===== src/rtl/audio_pcm_feeder_if.sv =====
// ---------------------------------------------------------------------------
// audio_pcm_feeder_if
//   Stereo PCM producer handshake into audio_pcm_feeder.
//   A transfer happens on a rising clock edge with in_valid && in_ready.
//
//   Signals
//     in_valid  producer -> feeder  sample pair valid
//     in_ready  feeder -> producer  FIFO has room (not full)
//     in_left   producer -> feeder  left sample, AUDIO_BITS wide
//     in_right  producer -> feeder  right sample, captured with in_left
//
//   Modports
//     master    producer side
//     slave     feeder side
// ---------------------------------------------------------------------------
interface audio_pcm_feeder_if #(
  parameter int unsigned AUDIO_BITS = 12
) ();

  logic                  in_valid;
  logic                  in_ready;
  logic [AUDIO_BITS-1:0] in_left;
  logic [AUDIO_BITS-1:0] in_right;

  modport master (
    output in_valid,
    output in_left,
    output in_right,
    input  in_ready
  );

  modport slave (
    input  in_valid,
    input  in_left,
    input  in_right,
    output in_ready
  );

endinterface


===== src/rtl/audio_pcm_feeder.sv =====
// ---------------------------------------------------------------------------
// audio_pcm_feeder
//   Stereo PCM sample buffer and output-rate pacing stage feeding a stereo DSM.
//   Producer pushes {left,right} pairs into a FIFO through pcm_in. A fractional
//   phase accumulator (modulus CLK_HZ, increment SAMPLE_HZ) produces one tick per
//   output sample period with no long-run drift. Each tick in PLAY pops one pair
//   onto the registered left_pcm/right_pcm outputs.
//
//   FSM
//     StPrime  ticks run but never pop; leaves when fill_level >= PRIME_LEVEL
//     StPlay   each tick pops; a tick with an empty FIFO flags underrun and
//              returns to StPrime, holding the last sample on the outputs
//
//   Ports
//     clk            system clock, rising edge
//     aclr_          asynchronous active-low reset
//     pcm_in         slave side of audio_pcm_feeder_if (valid/ready/left/right)
//     left_pcm       registered left sample to DSM
//     right_pcm      registered right sample to DSM
//     sample_strobe  1-cycle pulse in the cycle a new sample first appears
//     underrun       1-cycle pulse after a PLAY tick found the FIFO empty
//     playing        high while in StPlay
//     fill_level     FIFO occupancy, 0..2**FIFO_AW
//     underrun_count saturating underrun counter (only with the macro below)
//
//   Configuration
//     AUDIO_UNDERRUN_COUNT_EN  when defined, adds the 16-bit underrun_count
//                              output; otherwise the port and counter are absent.
// ---------------------------------------------------------------------------
module audio_pcm_feeder #(
  parameter int unsigned AUDIO_BITS  = 12,
  parameter int unsigned CLK_HZ      = 50000000,
  parameter int unsigned SAMPLE_HZ   = 44100,
  parameter int unsigned FIFO_AW     = 4,
  parameter int unsigned PRIME_LEVEL = 8
) (
  input  logic                  clk,
  input  logic                  aclr_,
  audio_pcm_feeder_if.slave     pcm_in,
  output logic [AUDIO_BITS-1:0] left_pcm,
  output logic [AUDIO_BITS-1:0] right_pcm,
  output logic                  sample_strobe,
  output logic                  underrun,
  output logic                  playing,
  output logic [FIFO_AW:0]      fill_level
`ifdef AUDIO_UNDERRUN_COUNT_EN
  ,
  output logic [15:0]           underrun_count
`endif
);

  localparam int unsigned Depth  = 2 ** FIFO_AW;
  localparam int unsigned AccW   = $clog2(CLK_HZ + SAMPLE_HZ);
  localparam int unsigned EntryW = 2 * AUDIO_BITS;

  localparam logic [AccW-1:0]    ClkHz      = AccW'(CLK_HZ);
  localparam logic [AccW-1:0]    SampleHz   = AccW'(SAMPLE_HZ);
  localparam logic [FIFO_AW:0]   FullLevel  = (FIFO_AW + 1)'(Depth);
  localparam logic [FIFO_AW:0]   PrimeLevel = (FIFO_AW + 1)'(PRIME_LEVEL);

  typedef enum logic [0:0] {
    StPrime,
    StPlay
  } state_e;

  // ---------------------------------------------------------------------------
  // Phase accumulator. acc stays below CLK_HZ, so acc + SAMPLE_HZ never exceeds
  // CLK_HZ + SAMPLE_HZ - 1 and fits in AccW bits without a carry.
  // ---------------------------------------------------------------------------
  logic [AccW-1:0] acc_q, acc_d, acc_sum;
  logic            tick;

  always_comb begin
    acc_sum = acc_q + SampleHz;
    tick    = (acc_sum >= ClkHz);
    acc_d   = tick ? (acc_sum - ClkHz) : acc_sum;
  end

  always_ff @(posedge clk or negedge aclr_) begin
    if (!aclr_) begin
      acc_q <= '0;
    end else begin
      acc_q <= acc_d;
    end
  end

  // ---------------------------------------------------------------------------
  // FSM: state register / next state / outputs
  // ---------------------------------------------------------------------------
  state_e state_q, state_d;
  logic   play_en;
  logic   full, empty;
  logic   push, pop, underrun_evt;
  logic [FIFO_AW:0] fill_q, fill_d;

  always_ff @(posedge clk or negedge aclr_) begin
    if (!aclr_) begin
      state_q <= StPrime;
    end else begin
      state_q <= state_d;
    end
  end

  always_comb begin
    state_d = state_q;
    unique case (state_q)
      StPrime: begin
        // Uses the registered level, so a tick in the transition cycle cannot pop.
        if (fill_q >= PrimeLevel) begin
          state_d = StPlay;
        end
      end
      StPlay: begin
        if (underrun_evt) begin
          state_d = StPrime;
        end
      end
      default: state_d = StPrime;
    endcase
  end

  always_comb begin
    play_en = (state_q == StPlay);
    playing = play_en;
  end

  // ---------------------------------------------------------------------------
  // FIFO control
  // ---------------------------------------------------------------------------
  logic [FIFO_AW-1:0] wr_ptr_q, rd_ptr_q;
  logic [EntryW-1:0]  mem_q [Depth];

  always_comb begin
    full         = (fill_q == FullLevel);
    empty        = (fill_q == '0);
    // in_ready depends only on registered state, never on in_valid.
    push         = pcm_in.in_valid && !full;
    pop          = tick && play_en && !empty;
    underrun_evt = tick && play_en && empty;

    fill_d = fill_q;
    unique case ({push, pop})
      2'b10:   fill_d = fill_q + 1'b1;
      2'b01:   fill_d = fill_q - 1'b1;
      default: fill_d = fill_q;
    endcase
  end

  assign pcm_in.in_ready = !full;
  assign fill_level      = fill_q;

  always_ff @(posedge clk or negedge aclr_) begin
    if (!aclr_) begin
      wr_ptr_q <= '0;
      rd_ptr_q <= '0;
      fill_q   <= '0;
    end else begin
      if (push) begin
        wr_ptr_q <= wr_ptr_q + 1'b1;
      end
      if (pop) begin
        rd_ptr_q <= rd_ptr_q + 1'b1;
      end
      fill_q <= fill_d;
    end
  end

  // Storage needs no reset: the pointers define which entries are live.
  always_ff @(posedge clk) begin
    if (push) begin
      mem_q[wr_ptr_q] <= {pcm_in.in_left, pcm_in.in_right};
    end
  end

  // ---------------------------------------------------------------------------
  // Output registers
  // ---------------------------------------------------------------------------
  logic [AUDIO_BITS-1:0] left_q, right_q;
  logic                  strobe_q, underrun_q;

  always_ff @(posedge clk or negedge aclr_) begin
    if (!aclr_) begin
      left_q     <= '0;
      right_q    <= '0;
      strobe_q   <= 1'b0;
      underrun_q <= 1'b0;
    end else begin
      if (pop) begin
        {left_q, right_q} <= mem_q[rd_ptr_q];
      end
      strobe_q   <= pop;
      underrun_q <= underrun_evt;
    end
  end

  assign left_pcm      = left_q;
  assign right_pcm     = right_q;
  assign sample_strobe = strobe_q;
  assign underrun      = underrun_q;

`ifdef AUDIO_UNDERRUN_COUNT_EN
  logic [15:0] urun_cnt_q;

  always_ff @(posedge clk or negedge aclr_) begin
    if (!aclr_) begin
      urun_cnt_q <= '0;
    end else if (underrun_evt && (urun_cnt_q != 16'hFFFF)) begin
      urun_cnt_q <= urun_cnt_q + 16'd1;
    end
  end

  assign underrun_count = urun_cnt_q;
`endif

endmodule


===== src/flat_wrapper.sv =====
// flat-port wrapper written by rule: the top's interface ports become plain ports
module audio_pcm_feeder_flat 
#(
  parameter int unsigned AUDIO_BITS  = 12,
  parameter int unsigned CLK_HZ      = 50000000,
  parameter int unsigned SAMPLE_HZ   = 44100,
  parameter int unsigned FIFO_AW     = 4,
  parameter int unsigned PRIME_LEVEL = 8
)
  (clk, aclr_, left_pcm, right_pcm, sample_strobe, underrun, playing, fill_level, pcm_in_in_valid, pcm_in_in_left, pcm_in_in_right, pcm_in_in_ready);
  audio_pcm_feeder_if #(.AUDIO_BITS(AUDIO_BITS)) pcm_in_i ();
  input  logic clk;
  input  logic aclr_;
  output logic [AUDIO_BITS-1:0] left_pcm;
  output logic [AUDIO_BITS-1:0] right_pcm;
  output logic sample_strobe;
  output logic underrun;
  output logic playing;
  output logic [FIFO_AW:0] fill_level;
  input wire logic [$bits(pcm_in_i.in_valid)-1:0] pcm_in_in_valid;
  input wire logic [$bits(pcm_in_i.in_left)-1:0] pcm_in_in_left;
  input wire logic [$bits(pcm_in_i.in_right)-1:0] pcm_in_in_right;
  output wire logic [$bits(pcm_in_i.in_ready)-1:0] pcm_in_in_ready;
  assign pcm_in_i.in_valid = pcm_in_in_valid;
  assign pcm_in_i.in_left = pcm_in_in_left;
  assign pcm_in_i.in_right = pcm_in_in_right;
  assign pcm_in_in_ready = pcm_in_i.in_ready;
  audio_pcm_feeder #(.AUDIO_BITS(AUDIO_BITS), .CLK_HZ(CLK_HZ), .SAMPLE_HZ(SAMPLE_HZ), .FIFO_AW(FIFO_AW), .PRIME_LEVEL(PRIME_LEVEL)) u_core (.clk(clk), .aclr_(aclr_), .pcm_in(pcm_in_i), .left_pcm(left_pcm), .right_pcm(right_pcm), .sample_strobe(sample_strobe), .underrun(underrun), .playing(playing), .fill_level(fill_level));
endmodule

===== config.mk =====
export PLATFORM = sky130hd
export DESIGN_NAME = audio_pcm_feeder_flat
export DESIGN_NICKNAME = d
export VERILOG_FILES = /design/src/rtl/audio_pcm_feeder_if.sv /design/src/rtl/audio_pcm_feeder.sv /design/src/flat_wrapper.sv
export SDC_FILE = /design/constraint.sdc
export NUM_CORES = 1
export LEC_CHECK = 0
export BUFFER_PORTS_ARGS = -buffer_cell sky130_fd_sc_hd__buf_2
export CELL_PAD_IN_SITES_DETAIL_PLACEMENT = 1
export CELL_PAD_IN_SITES_GLOBAL_PLACEMENT = 2
export CORE_UTILIZATION = 52
export CTS_CLUSTER_DIAMETER = 40
export DETAILED_ROUTE_END_ITERATION = 8
export GPL_TIMING_DRIVEN = 0
export PLACE_DENSITY_LB_ADDON = 0.1
export SYNTH_ARGS = -nofsm -noshare
export SYNTH_HDL_FRONTEND = slang
export SYNTH_SLANG_ARGS = --single-unit

===== constraint.sdc =====
create_clock -name clk -period 12.43 [get_ports clk]
set_input_delay 1.243 -clock clk [delete_from_list [all_inputs] [get_ports clk]]
set_output_delay 1.243 -clock clk [all_outputs]
set_load 0.01 [all_outputs]

# Word-level counts from Yosys, hierarchy flattened
# Memories as Yosys holds them, arrays and structs flattened. A register that Yosys moved wholly into a read port is not among the register bits.
# Index checks and enable logic that the tools add are counted.
# word_totals
regBits	42
ram_bits	384
inputBits	27
out_inout_bits	33
word_cells	36
memories	1
# classes
addsub	6
order_cmp	2
n_eq_ne	3
mux	7
n_bitwise	1
n_reduce_logical	9
# mem_list
name	words	word_bits	read_ports	rd_clocked_by_memory_dff	write_ports	line_no	rtl
u_core.mem_q	16	24	1	1	1	audio_pcm_feeder.sv:131	logic [EntryW-1:0] mem_q [Depth];
# ops
op	n
adder 26 x 16 -> 26 bit, second input constant	1
>= comparator 26 bit, second input constant	1
two-way mux 26 bit	1
subtractor 26 bit, second input constant	1
one-hot mux 5 bit (2 select lines)	1
adder 4 x 1 -> 4 bit, second input constant	2
adder 5 x 1 -> 5 bit, second input constant	1
== test 5 bit, second input constant	1
>= comparator 5 x 4 -> 1 bit, second input constant	1
zero test 5 bit	1
subtractor 5 x 1 -> 5 bit, second input constant	1
logical AND 1 bit	4
two-way mux 1 bit	4
zero test 1 bit	3
== test 2 x 1 -> 1 bit, second input constant	1
== test 2 bit, second input constant	1
one-hot mux 1 bit (2 select lines)	1
nonzero test 2 bit	1
inverter 1 bit	1

# Depth between registers and ports, before layout
# Gate-level depths: netlist of the first run.
# depth
word_depth	6
mapped_depth	20

# Least setup slack after synthesis of the first run
# OpenSTA, ideal clock, no wires.
# synth_timing
path_kind	reg-to-reg
from	register u_core.acc_q[2]
to	register u_core.fill_q[4] (netlist: u_core.fill_level[4])
t_arrival_ps	4239
required_ps	12300
path_slack_ps	8061
stages_incl_launch_ff	20
cell_sequence	dfrtp_1 -> ha_1 -> a31oi_1 -> o21bai_1 -> xnor2_1 -> or3_1 -> o32ai_1 -> a41oi_2 -> nor3b_2 -> buf_4 -> ha_1 -> clkbuf_1 -> xor2_1 -> ha_1 -> o21ai_0 -> a21oi_1 -> a21oi_1 -> xor2_1 -> nor2_1 -> xor2_1
# synth_via
elab_chain_len	6
elab_cells_between_ends	8
cone_classes	1 x add/sub; 1 x order compare; 2 x eq/ne; 1 x mux; 3 x reduce/logical
# synth_rtl
element	line_no	rtl
start: declaration	audio_pcm_feeder.sv:70	logic [AccW-1:0] acc_q, acc_d, acc_sum;
start signal: assignment	audio_pcm_feeder.sv:81	acc_q <= '0;
start signal: assignment	audio_pcm_feeder.sv:83	acc_q <= acc_d;
adder 26 x 16 -> 26 bit *	audio_pcm_feeder.sv:74	acc_sum = acc_q + SampleHz;
>= comparator 26 bit *	audio_pcm_feeder.sv:75	tick = (acc_sum >= ClkHz);
logical AND 1 bit * (2 in series)	audio_pcm_feeder.sv:138	pop = tick && play_en && !empty;
via u_core.pop	audio_pcm_feeder.sv:93	logic push, pop, underrun_evt;
== test 2 x 1 -> 1 bit / == test 2 bit (equally long branches)	audio_pcm_feeder.sv:142	unique case ({push, pop})
one-hot mux 5 bit (2 select lines) / nonzero test 2 bit (equally long branches)	--	
end signal: assignment	audio_pcm_feeder.sv:164	fill_q <= fill_d;
end: declaration	audio_pcm_feeder.sv:94	logic [FIFO_AW:0] fill_q, fill_d;
# Mark *: on every way through the listed nets, which the timed path passes. The rest lies on a longest branch.
# A chain may end at the register's enable or synchronous reset.

# Worst setup path in the final report of the first run
# Ends and elaborated chain as after synthesis.

==> run summary, run 1 <==
worst path bufs/invs: 2
crit-path max FO: 12
insertion delay to the later sink of the worst-skew pair: 610 ps
largest family of logic cells by synthesized area: multiplexers
critical path, cell by cell: ha_1 -> a31oi_1 -> o21bai_1 -> xnor2_1 -> or3_1 -> o32ai_1 -> a41oi_2 -> nor3b_2 -> buf_4 -> ha_1 -> clkbuf_1 -> xor2_1 -> ha_1 -> o21ai_0 -> a21oi_1 -> a21oi_1 -> xor2_1 -> nor2_1 -> xor2_1
crit path max-delay cell type: a31oi_1
Final Instance Area: 0.0215 mm2
post-synthesis simple-gate area fraction: 3.50%
post-synth net total: 928
DR WL met3: 2.20 mm
syn_area_per_cell: 20.2 um2
root buf cell: clkbuf_16
# setup viols final: 0
Comb power frac: 8.8%
Seq cells post-synth: 448
via count: 9351
max incr delay on CP: 600 ps
Worst VDD drop: 0.000197 V
sw frac: 24.0%
setup TNS: 0 ps
Async SR Flop Fraction: 14.3%
Peak Freq: 0.181 GHz
Hold WS: 504 ps
largest area contributor in the synthesized netlist: edfxtp_1
max_cap viols: 0
Global Route Usage Sum: 25.6%
CTS resizes: 0
I/O pin count: 60
crit path kind: reg -> reg
clock share of power: 44.7%
CTS tree: built
Net Sw Power: 939 uW
global-route wire length before repair: 64.8 mm
complex-gate fraction of the synthesized area: 2.36%
Yosys cell types: 56
# port buffers: 59
Die Span X: 188 um
Initial DRC Count: 544
initial antenna violation count: 1
CTS max path bufs: 3
post-synthesis sequential area ratio: 73.0%
final worst-path setup slack: 6890 ps
Leakage Power: 7.21 nW
PD cells: 182 mW/mm2
H-tree depth: 2
Least-Margin Pin Slew: 1200 ps
Post-synth EDFFs: 384
CTS buffer count: 57
Nets: 1071
post-synthesis cell area: 0.0180 mm2
WP data arrival: 6010 ps
Worst Setup Start Kind: flop
Tcrit/Tclk final: 44.5%
postcts setup bufs: 0
number of global-route vias before repair: 10100
multiplexer share of the synthesized area: 16.7%
worst path required time: 12900 ps
GRT overflow: 0
metal1 wirelength: 17.0 mm
final critical-path required period: 5540 ps
top sig layer: met4
RSZ-0062 raised after global routing: false
Post-CTS Hold Fix Bufs: 0
Antenna Nets Post-Route: 0
Die Span Y: 188 um
final estimated routing congestion in global placement: 0.786
Final Hold Viols: 0
post-synthesis xor/xnor area fraction: 2.14%
CTS Sinks: 448
Pre-antenna DRT Iters: 4
Mapped Cells: 889
final count of pins violating max slew: 0
number of vias per cell: 6.10
Reg power frac: 46.5%
layout cell share with drive strength beyond 1: 33.3%
top area cells in the synthesized netlist: edfxtp_1 64%, mux4_2 15%, dfrtp_1 8.9%
CORE AREA: 0.0338 mm2
synthesis warning total: 0
HP Class: reg -> reg
DR WL met2: 23.2 mm
commonest non-fill, non-tap cells in the layout: 384 x edfxtp_1, 120 x mux4_2, 64 x dfrtp_1, 58 x buf_2, 57 x clkbuf_16
status: finished, final reports clean
Slew HR: 20.2%
Post-Synth Adder-Cell Area: 0.835%
Main synth FF type: edfxtp_1
Top delay family on crit path: compound AO/OA/AOI/OAI gates
average wire per standard cell: 28.3 um
WL final: 43.4 mm
clk slew on worst S/H paths: 60 ps
Worst Setup End Kind: flop
drc violations: 0
most common cell after layout, fill and taps aside: edfxtp_1
clk_skew: 34.9 ps
pre-CTS setup slack: 6960 ps
Util after Layout: 63.7%
Initial Utilization: 53.3%
Synth top area share: 64.1%
dpl hpwl: 28.0 mm
largest net degree at the start of global routing: 47
DP Area: 0.0195 mm2
# rows: 67
Die ar.: 0.0353 mm2
area grow syn2layout: 19.6%
Int Pwr: 2.98 mW
==> power groups by stage <==
stage	Combinational, mW	Clock (mW)	Sequential [mW]
global route	0.366	1.83	1.83
CTS	0.349	1.78	1.82
finish	0.345	1.75	1.82
global placement	0.256	0	1.85
detailed placement	0.346	0	1.85
floorplan	0.151	0	1.84
==> registers in the layout, indices dropped and copies added (netlist names) <==
register / count
u_core.sample_strobe: 1
u_core.wr_ptr_q: 4
u_core.rd_ptr_q: 4
u_core.fill_level: 5
u_core.acc_q: 24
u_core.right_pcm: 12
u_core.playing: 1
u_core.underrun: 1
u_core.left_pcm: 12
u_core.mem_q: 384
==> stage by stage <==
step,power (mW),instances
floorplan,1.99,889
detailed placement,2.20,1421
global route,4.02,1530
global placement,2.11,1396
CTS,3.95,1529
finish,3.92,1532
==> final timing paths <==
| path | from | end | slack [ps] | depth (start not counted) |
|---|---|---|---|---|
| worst max-delay path | u_core.acc_q[2] | u_core.fill_level[4] | 6890 | 19 |
| worst min register to register | u_core.left_pcm[0] | u_core.left_pcm[0] | 500 | 1 |
| min in group asynchronous | aclr_ | u_core.left_pcm[0] | 560 | 1 |
| worst max register to register | u_core.acc_q[2] | u_core.fill_level[4] | 6890 | 19 |
| worst min-delay path | u_core.left_pcm[0] | u_core.left_pcm[0] | 500 | 1 |
| max in group asynchronous | aclr_ | u_core.left_pcm[9] | 11270 | 2 |
==> Yosys cell counts, drive strengths merged, types with 2 or more instances <==
master / count
nor3b: 2
and2: 5
a211o: 3
xnor2: 28
o31ai: 2
nor4b: 2
edfxtp: 384
nand3: 11
nor2: 33
ha: 12
o211ai: 2
inv: 11
o21a: 2
nand4: 5
buf: 19
dfrtp: 64
a21oi: 12
xor2: 16
a41oi: 2
nand2b: 2
o21bai: 3
nor3: 16
mux4: 120
o21ai: 12
o32ai: 3
a211oi: 4
or3: 3
clkbuf: 27
mux2: 26
and3: 5
nor4: 8
a21boi: 2
o311a: 2
nand2: 25
==> worst register-to-register path, delay by kind of cell, from the launching register on <==
family / cells / cell delay [ps]
compound gates: 7 / 2280
simple gates: 3 / 740
fa+ha+maj: 3 / 730
xor+xnor: 4 / 660
buf+inv: 2 / 600
flops: 1 / 440
==> kinds of logic after synthesis <==
family,after synthesis
DFF,448
muxes,147
and+or+nand+nor,123
AOI/OAI and AO/OA,58
buffers and inverters,57
xor gates and xnor gates,44
adders and majority gates,12
==> routing by layer <==
layer  vias to the layer above  global-route usage [%]
met5                         -                       0
met4                         0                    8.41
met2                       332                    45.2
met1                      4995                    32.5
li1                       3956                       -
met3                        68                    3.86
==> final cells by class <==
class	count	area, um2
well taps	448	561
clock buffers	67	1480
repair buffers	84	791
clock inverters	41	569
plain buffers	46	221
flip-flops and latches	448	13100
fillers	2798	12300
inverters	11	41.3
multi-input cells	384	4710
diodes	3	7.51
Power figures use the tool's default switching activity.
==> run 2, diff against run 1 <==
ABC_AREA = 1   (was not set)
CORE_UTILIZATION = 38   (was 52)
clock period = 5 ns   (was 12.43 ns; I/O delays follow)
==> run summary, run 2 <==
Initial DRC Count: 1068 (was 544)
Int Pwr: 7.90 mW (was 2.98 mW)
Worst Setup End Kind: flop (unchanged)
Nets: 1809 (was 1071)
CTS Sinks: 448 (unchanged)
Die Span X: 224 um (was 188 um)
Final Hold Viols: 0 (unchanged)
Reg-to-Reg Start: u_core.acc_q[2] (unchanged)
layout cell share with drive strength beyond 1: 13.6% (was 33.3%)
post-synthesis sequential area ratio: 70.3% (was 73.0%)
RSZ-0062 raised after global routing: false (unchanged)
final estimated routing congestion in global placement: 0.784 (was 0.786)
Slew HR: 28.7% (was 20.2%)
R2R Path End: u_core.fill_level[4] (unchanged)
Worst Setup Start Kind: flop (unchanged)
top flop regs: u_core.mem_q: 384 flops, u_core.acc_q: 24 flops (unchanged)
syn_area_per_cell: 11.6 um2 (was 20.2 um2)
GRT overflow: 0 (unchanged)
Least-Margin Pin Slew: 1070 ps (was 1200 ps)
clk_skew: 41.3 ps (was 34.9 ps)
Global Route Usage Sum: 26.2% (was 25.6%)
I/O pin count: 60 (unchanged)
post-synthesis cell area: 0.0187 mm2 (was 0.0180 mm2)
Net Sw Power: 2.63 mW (was 939 uW)
post-synth net total: 1652 (was 928)
crit path kind: reg -> reg (unchanged)
CTS tree: built (unchanged)
commonest non-fill, non-tap cells in the layout: 384 x edfxtp_1, 297 x nand2_1, 178 x o21ai_0, 169 x nor2_1, 107 x a21oi_1 (was 384 x edfxtp_1, 120 x mux4_2, 64 x dfrtp_1, 58 x buf_2, 57 x clkbuf_16)
Comb power frac: 7.4% (was 8.8%)
Seq cells post-synth: 448 (unchanged)
Reg power frac: 43.0% (was 46.5%)
# rows: 80 (was 67)
Async SR Flop Fraction: 14.3% (unchanged)
root buf cell: clkbuf_16 (unchanged)
final worst-path setup slack: 543 ps (was 6890 ps)
final critical-path required period: 4460 ps (was 5540 ps)
CTS max path bufs: 3 (unchanged)
CORE AREA: 0.0481 mm2 (was 0.0338 mm2)
max reg flops: 384 (unchanged)
insertion delay to the later sink of the worst-skew pair: 620 ps (was 610 ps)
most common cell after layout, fill and taps aside: edfxtp_1 (unchanged)
Pre-antenna DRT Iters: 5 (was 4)
WL final: 64.4 mm (was 43.4 mm)
R2R setup slack: 540 ps (was 6890 ps)
Initial Utilization: 38.8% (was 53.3%)
Peak Freq: 0.224 GHz (was 0.181 GHz)
most numerous cell in the Yosys netlist: edfxtp_1 (unchanged)
Post-synth EDFFs: 384 (unchanged)
final count of pins violating max slew: 0 (unchanged)
HP Class: in -> reg (was reg -> reg)
sw frac: 25.0% (was 24.0%)
max_cap viols: 0 (unchanged)
Die ar.: 0.0500 mm2 (was 0.0353 mm2)
Antenna Nets Post-Route: 0 (unchanged)
Leakage Power: 8.54 nW (was 7.21 nW)
Yosys cell types: 30 (was 56)
initial antenna violation count: 1 (unchanged)
# port buffers: 59 (unchanged)
dpl hpwl: 42.5 mm (was 28.0 mm)
Synth top area share: 61.7% (was 64.1%)
clk slew on worst S/H paths: 60 ps (about the same)
area grow syn2layout: 22.8% (was 19.6%)
crit-path max FO: 10 (was 12)
status: finished, final reports clean (unchanged)
hold_sp: pcm_in_in_right[9] (was u_core.left_pcm[0])
Hold Path End: u_core.mem_q[9][9] (was u_core.left_pcm[0])
global-route wire length before repair: 93.2 mm (was 64.8 mm)
PD cells: 459 mW/mm2 (was 182 mW/mm2)
n_diodes: 0 (was 3)
R2R cell count: 26 (was 19)
CTS buffer count: 78 (was 57)
synthesis warning total: 0 (unchanged)
WP data arrival: 4910 ps (was 6010 ps)
Synth top cells by count: 384 x edfxtp_1, 297 x nand2_1, 185 x nor2_1 (was 384 x edfxtp_1, 120 x mux4_2, 64 x dfrtp_1)
largest area contributor in the synthesized netlist: edfxtp_1 (unchanged)
Worst VDD drop: 0.000326 V (was 0.000197 V)
# setup viols final: 0 (unchanged)
Mapped Cells: 1613 (was 889)
number of vias per cell: 5.48 (was 6.10)
Main synth FF type: edfxtp_1 (unchanged)
setup TNS: 0 ps (unchanged)
largest net degree at the start of global routing: 55 (was 47)
Biggest register: u_core.mem_q (unchanged)
number of global-route vias before repair: 14100 (was 10100)
Die Span Y: 224 um (was 188 um)
cell depth of the worst hold path: 1 (unchanged)
drc violations: 0 (unchanged)
worst path required time: 5460 ps (was 12900 ps)
Hold WS: 261 ps (was 504 ps)
average wire per standard cell: 25.9 um (was 28.3 um)
via count: 13600 (was 9351)
top area cells in the synthesized netlist: edfxtp_1 62%, dfrtp_1 8.6%, nand2_1 6.0% (was edfxtp_1 64%, mux4_2 15%, dfrtp_1 8.9%)
Fillers: 5079 (was 2798)
H-tree depth: 3 (was 2)
pre-CTS setup slack: 325 ps (was 6960 ps)
clock share of power: 49.6% (was 44.7%)
Tcrit/Tclk final: 89.1% (was 44.5%)
run 2: cells by family after synthesis:
group | after synthesis | share of synthesized area, %
and+or+nand+nor | 588 | 13.0
DFF | 448 | 70.3
AOI/OAI and AO/OA | 385 | 11.6
buffers and inverters | 163 | 3.44
xor gates and xnor gates | 17 | 0.797
adders and majority gates | 12 | 0.804
run 2: final cells by class:
| class | instances | area (um2) | share of cell area (%) |
|---|---|---|---|
| clock inverters | 52 | 562 | 2.45 |
| inverters | 72 | 270 | 1.18 |
| plain buffers | 91 | 372 | 1.62 |
| multi-input cells | 1002 | 5030 | 21.9 |
| flip-flops and latches | 448 | 13100 | 57.3 |
| well taps | 656 | 821 | 3.58 |
| repair buffers | 77 | 723 | 3.15 |
| clock buffers | 91 | 2030 | 8.85 |
run 2: worst max-delay path by stage:
stage	slack (ps)	from	to	cells past startpoint
after floorplan	1410	u_core.acc_q[2]	u_core.fill_level[4]	26
after global placement	400	u_core.acc_q[2]	u_core.fill_level[4]	26
after detailed placement	330	u_core.acc_q[2]	u_core.fill_level[4]	26
after CTS	300	u_core.acc_q[2]	u_core.fill_level[4]	26
after global routing	20	u_core.acc_q[2]	u_core.fill_level[4]	26
final	540	u_core.acc_q[2]	u_core.fill_level[4]	26
run 2: layer usage:
| metal | vias to the layer above | global-route usage, % | wire (um) |
|---|---|---|---|
| met3 | 130 | 5.21 | 3990 |
| met1 | 6883 | 33.3 | 26800 |
| met5 | - | 0 | 13 |
| li1 | 6169 | - | - |
| met4 | 2 | 9.39 | 2040 |
| met2 | 458 | 44.4 | 31500 |
run 2: critical path, cell delays in order (launching register included):
cell and delay [ps]:
dfrtp_1 410, ha_1 230, nand3_1 140, o21ai_2 290, nand2_1 120, nand2_1 110
nand2_1 70, nor2_1 200, nand2_2 130, nand4_1 150, nand2_1 130, nand2_1 210
nand2_4 110, nand3_2 90, buf_6 160, buf_6 150, inv_1 70, ha_1 280
xor2_1 180, ha_1 200, a21oi_1 200, o21ai_0 130, a21oi_1 130, inv_1 60
a21oi_1 110, o21ai_0 110, xor2_1 160
run 2: power groups by stage:
stage / combinational [mW] / clock (mW) / sequential [mW]
2_1_floorplan: 0.303 / 0 / 4.58
3_3_place_gp: 0.603 / 0 / 4.61
3_5_place_dp: 0.787 / 0 / 4.59
4_1_cts: 0.791 / 5.29 / 4.53
5_1_grt: 0.843 / 5.44 / 4.55
6_report: 0.783 / 5.23 / 4.52
run 2: stage by stage:
stage          total power [mW]  instance area (um2)  cells  util [%]
6_report                   10.5                22900   2489      47.6
5_1_grt                    10.8                22900   2489      47.6
4_1_cts                    10.6                22900   2489      47.6
3_5_place_dp               5.38                20300   2345      42.2
3_3_place_gp               5.21                19800   2328      41.1
2_1_floorplan              4.89                18700   1613         -
run 2: what timing repair did:
action | 4_1_cts | 5_1_grt
setup endpoints to repair | 0 | 1
resized for setup | 0 | 1
setup buffers | 0 | 0
endpoints found under the hold margin | 10 | 0
hold buffers | 1 | 0
==> run 3, diff against run 2 <==
CORE_UTILIZATION = 46   (was 38)
clock period = 5.65 ns   (was 5 ns; I/O delays follow)
==> run summary, run 3 (same netlist as run 2, synthesis figures left out) <==
worst path required time: 6110 ps (was 5460 ps)
crit path kind: reg -> reg (unchanged)
crit-path max FO: 10 (unchanged)
pre-CTS setup slack: 1050 ps (was 325 ps)
total power: 9.12 mW (was 10.5 mW)
clk_skew: 36.9 ps (was 41.3 ps)
non-filler instance count after layout: 2349 (was 2489)
Reg power frac: 44.0% (was 43.0%)
Top delay family on crit path: simple AND/OR/NAND/NOR gates (unchanged)
Worst VDD drop: 0.000309 V (was 0.000326 V)
Nets: 1802 (was 1809)
max reg flops: 384 (unchanged)
clk slew on worst S/H paths: 50 ps (was 60 ps)
Comb power frac: 7.7% (was 7.4%)
GRT overflow: 0 (unchanged)
Final Hold Viols: 0 (unchanged)
most used cell, CP: nand2_1 (unchanged)
Worst Setup End Kind: flop (unchanged)
H-tree depth: 3 (unchanged)
Global Route Usage Sum: 31.8% (was 26.2%)
root buf cell: clkbuf_16 (unchanged)
Antenna Nets Post-Route: 0 (unchanged)
CTS tree: built (unchanged)
crit path max-delay cell type: dfrtp_1 (unchanged)
Worst Setup Start Kind: flop (unchanged)
worst path bufs/invs: 4 (unchanged)
PD cells: 404 mW/mm2 (was 459 mW/mm2)
WL final: 64.4 mm (about the same)
top sig layer: met4 (was met5)
number of global-route vias before repair: 14800 (was 14100)
CTS Sinks: 448 (unchanged)
Int Pwr: 6.78 mW (was 7.90 mW)
clock share of power: 48.3% (was 49.6%)
max incr delay on CP: 410 ps (about the same)
Tcrit/Tclk final: 81.3% (was 89.1%)
Die Span Y: 204 um (was 224 um)
layout cell share with drive strength beyond 1: 12.9% (was 13.6%)
I/O pin count: 60 (unchanged)
Pre-antenna DRT Iters: 5 (unchanged)
number of vias per cell: 5.97 (was 5.48)
Initial Utilization: 46.8% (was 38.8%)
RSZ-0062 raised after global routing: false (unchanged)
WP data arrival: 5050 ps (was 4910 ps)
Net Sw Power: 2.34 mW (was 2.63 mW)
area grow syn2layout: 21.0% (was 22.8%)
HP Class: in -> async (was in -> reg)
Post-CTS Hold Fix Bufs: 0 (was 1)
setup TNS: 0 ps (unchanged)
CTS max path bufs: 3 (unchanged)
DR WL met3: 4.70 mm (was 3.99 mm)
CTS buffer count: 73 (was 78)
DR WL met2: 31.6 mm (was 31.5 mm)
# port buffers: 59 (unchanged)
dpl hpwl: 41.7 mm (was 42.5 mm)
Least-Margin Pin Slew: 1110 ps (was 1070 ps)
most common cell after layout, fill and taps aside: edfxtp_1 (unchanged)
initial antenna violation count: 1 (unchanged)
postcts setup bufs: 0 (unchanged)
CTS resizes: 0 (unchanged)
status: finished, final reports clean (unchanged)
Die Span X: 204 um (was 224 um)
Die ar.: 0.0414 mm2 (was 0.0500 mm2)
Leakage Power: 8.45 nW (was 8.54 nW)
CORE AREA: 0.0399 mm2 (was 0.0481 mm2)
via count: 14000 (was 13600)
# rows: 73 (was 80)
sw frac: 25.6% (was 25.0%)
placed insts: 2213 (was 2345)
Slew HR: 26.3% (was 28.7%)
largest net degree at the start of global routing: 65 (was 55)
max_cap viols: 0 (unchanged)
global-route wire length before repair: 94.3 mm (was 93.2 mm)
top flop regs: u_core.mem_q: 384 flops, u_core.acc_q: 24 flops (unchanged)
# setup viols final: 0 (unchanged)
average wire per standard cell: 27.4 um (was 25.9 um)
Biggest register: u_core.mem_q (unchanged)
final estimated routing congestion in global placement: 0.830 (was 0.784)
final worst-path setup slack: 1060 ps (was 543 ps)
drc violations: 0 (unchanged)
final count of pins violating max slew: 0 (unchanged)
insertion delay to the later sink of the worst-skew pair: 620 ps (about the same)
commonest non-fill, non-tap cells in the layout: 384 x edfxtp_1, 297 x nand2_1, 178 x o21ai_0, 169 x nor2_1, 107 x a21oi_1 (unchanged)
final critical-path required period: 4590 ps (was 4460 ps)
Fillers: 4125 (was 5079)
metal1 wirelength: 25.5 mm (was 26.8 mm)
Peak Freq: 0.218 GHz (was 0.224 GHz)
Initial DRC Count: 1501 (was 1068)
==> run 3: changes by cell type in the layout (fill, tap and decap cells not counted), moves of 3 or more <==
cell	before	now
inv_6	11	6
clkinv_2	11	6
clkbuf_16	78	74
clkinv_1	4	7
==> run 3: power by group through the flow <==
stage	Sequential [mW]	Combinational (mW)	Clock (mW)
after floorplan	4.06	0.268	0
after global placement	4.08	0.518	0
after detailed placement	4.07	0.694	0
after CTS	4.01	0.704	4.44
after global routing	4.03	0.744	4.57
final	4.01	0.703	4.41
==> run 3: stage by stage <==
step / hold WS, ps / cell area (um2) / utilization (%)
2_1_floorplan: 269 / 18700 / -
3_3_place_gp: 454 / 19600 / 49.2
3_5_place_dp: 453 / 20200 / 50.5
4_1_cts: 105 / 22600 / 56.6
5_1_grt: 143 / 22600 / 56.6
6_report: 78.9 / 22600 / 56.6
==> run 3: path summary, 6_finish.rpt <==
path / slack [ps] / endpoint / cells past startpoint / from
setup / recovery: 1060 / u_core.fill_level[4] / 26 / u_core.acc_q[2]
hold / removal: 80 / u_core.fill_level[2] / 1 / aclr_
setup reg to reg: 1060 / u_core.fill_level[4] / 26 / u_core.acc_q[2]
hold reg to reg: 460 / u_core.left_pcm[10] / 2 / u_core.left_pcm[10]
max in group asynchronous: 4960 / u_core.acc_q[15] / 1 / aclr_
min in group clk: 330 / u_core.mem_q[5][3] / 1 / pcm_in_in_right[3]
==> run 3: worst register-to-register path: stages (launching register included) <==
cell and delay, ps:
dfrtp_1 410, ha_1 230, nand3_1 120, o21ai_1 350, nand2_1 160, nand2_1 130
nand2_1 70, nor2_1 220, nand2_2 140, nand4_1 150, nand2_1 120, nand2_1 210
nand2_4 110, nand3_2 100, buf_6 160, buf_6 150, inv_1 80, ha_1 280
xor2_1 180, ha_1 190, a21oi_1 200, o21ai_0 130, a21oi_1 140, inv_1 60
a21oi_1 110, o21ai_0 110, xor2_1 160
==> run 3: area by class of cell <==
| cell class | instances | area (um2) | area share, % |
|---|---|---|---|
| diodes | 1 | 2.50 | 0.0111 |
| plain buffers | 91 | 372 | 1.64 |
| clock buffers | 88 | 1930 | 8.56 |
| clock inverters | 47 | 505 | 2.24 |
| inverters | 72 | 270 | 1.20 |
| multi-input cells | 1002 | 5020 | 22.2 |
| flip-flops and latches | 448 | 13100 | 58.1 |
| well taps | 525 | 657 | 2.91 |
| repair buffers | 75 | 701 | 3.10 |
==> run 3: metal layers <==
| metal | up-vias | global-route usage (%) |
|---|---|---|
| li1 | 6139 | - |
| met1 | 7069 | 40.3 |
| met2 | 641 | 52.9 |
| met3 | 163 | 6.02 |
| met4 | 0 | 14.8 |
| met5 | - | 0 |
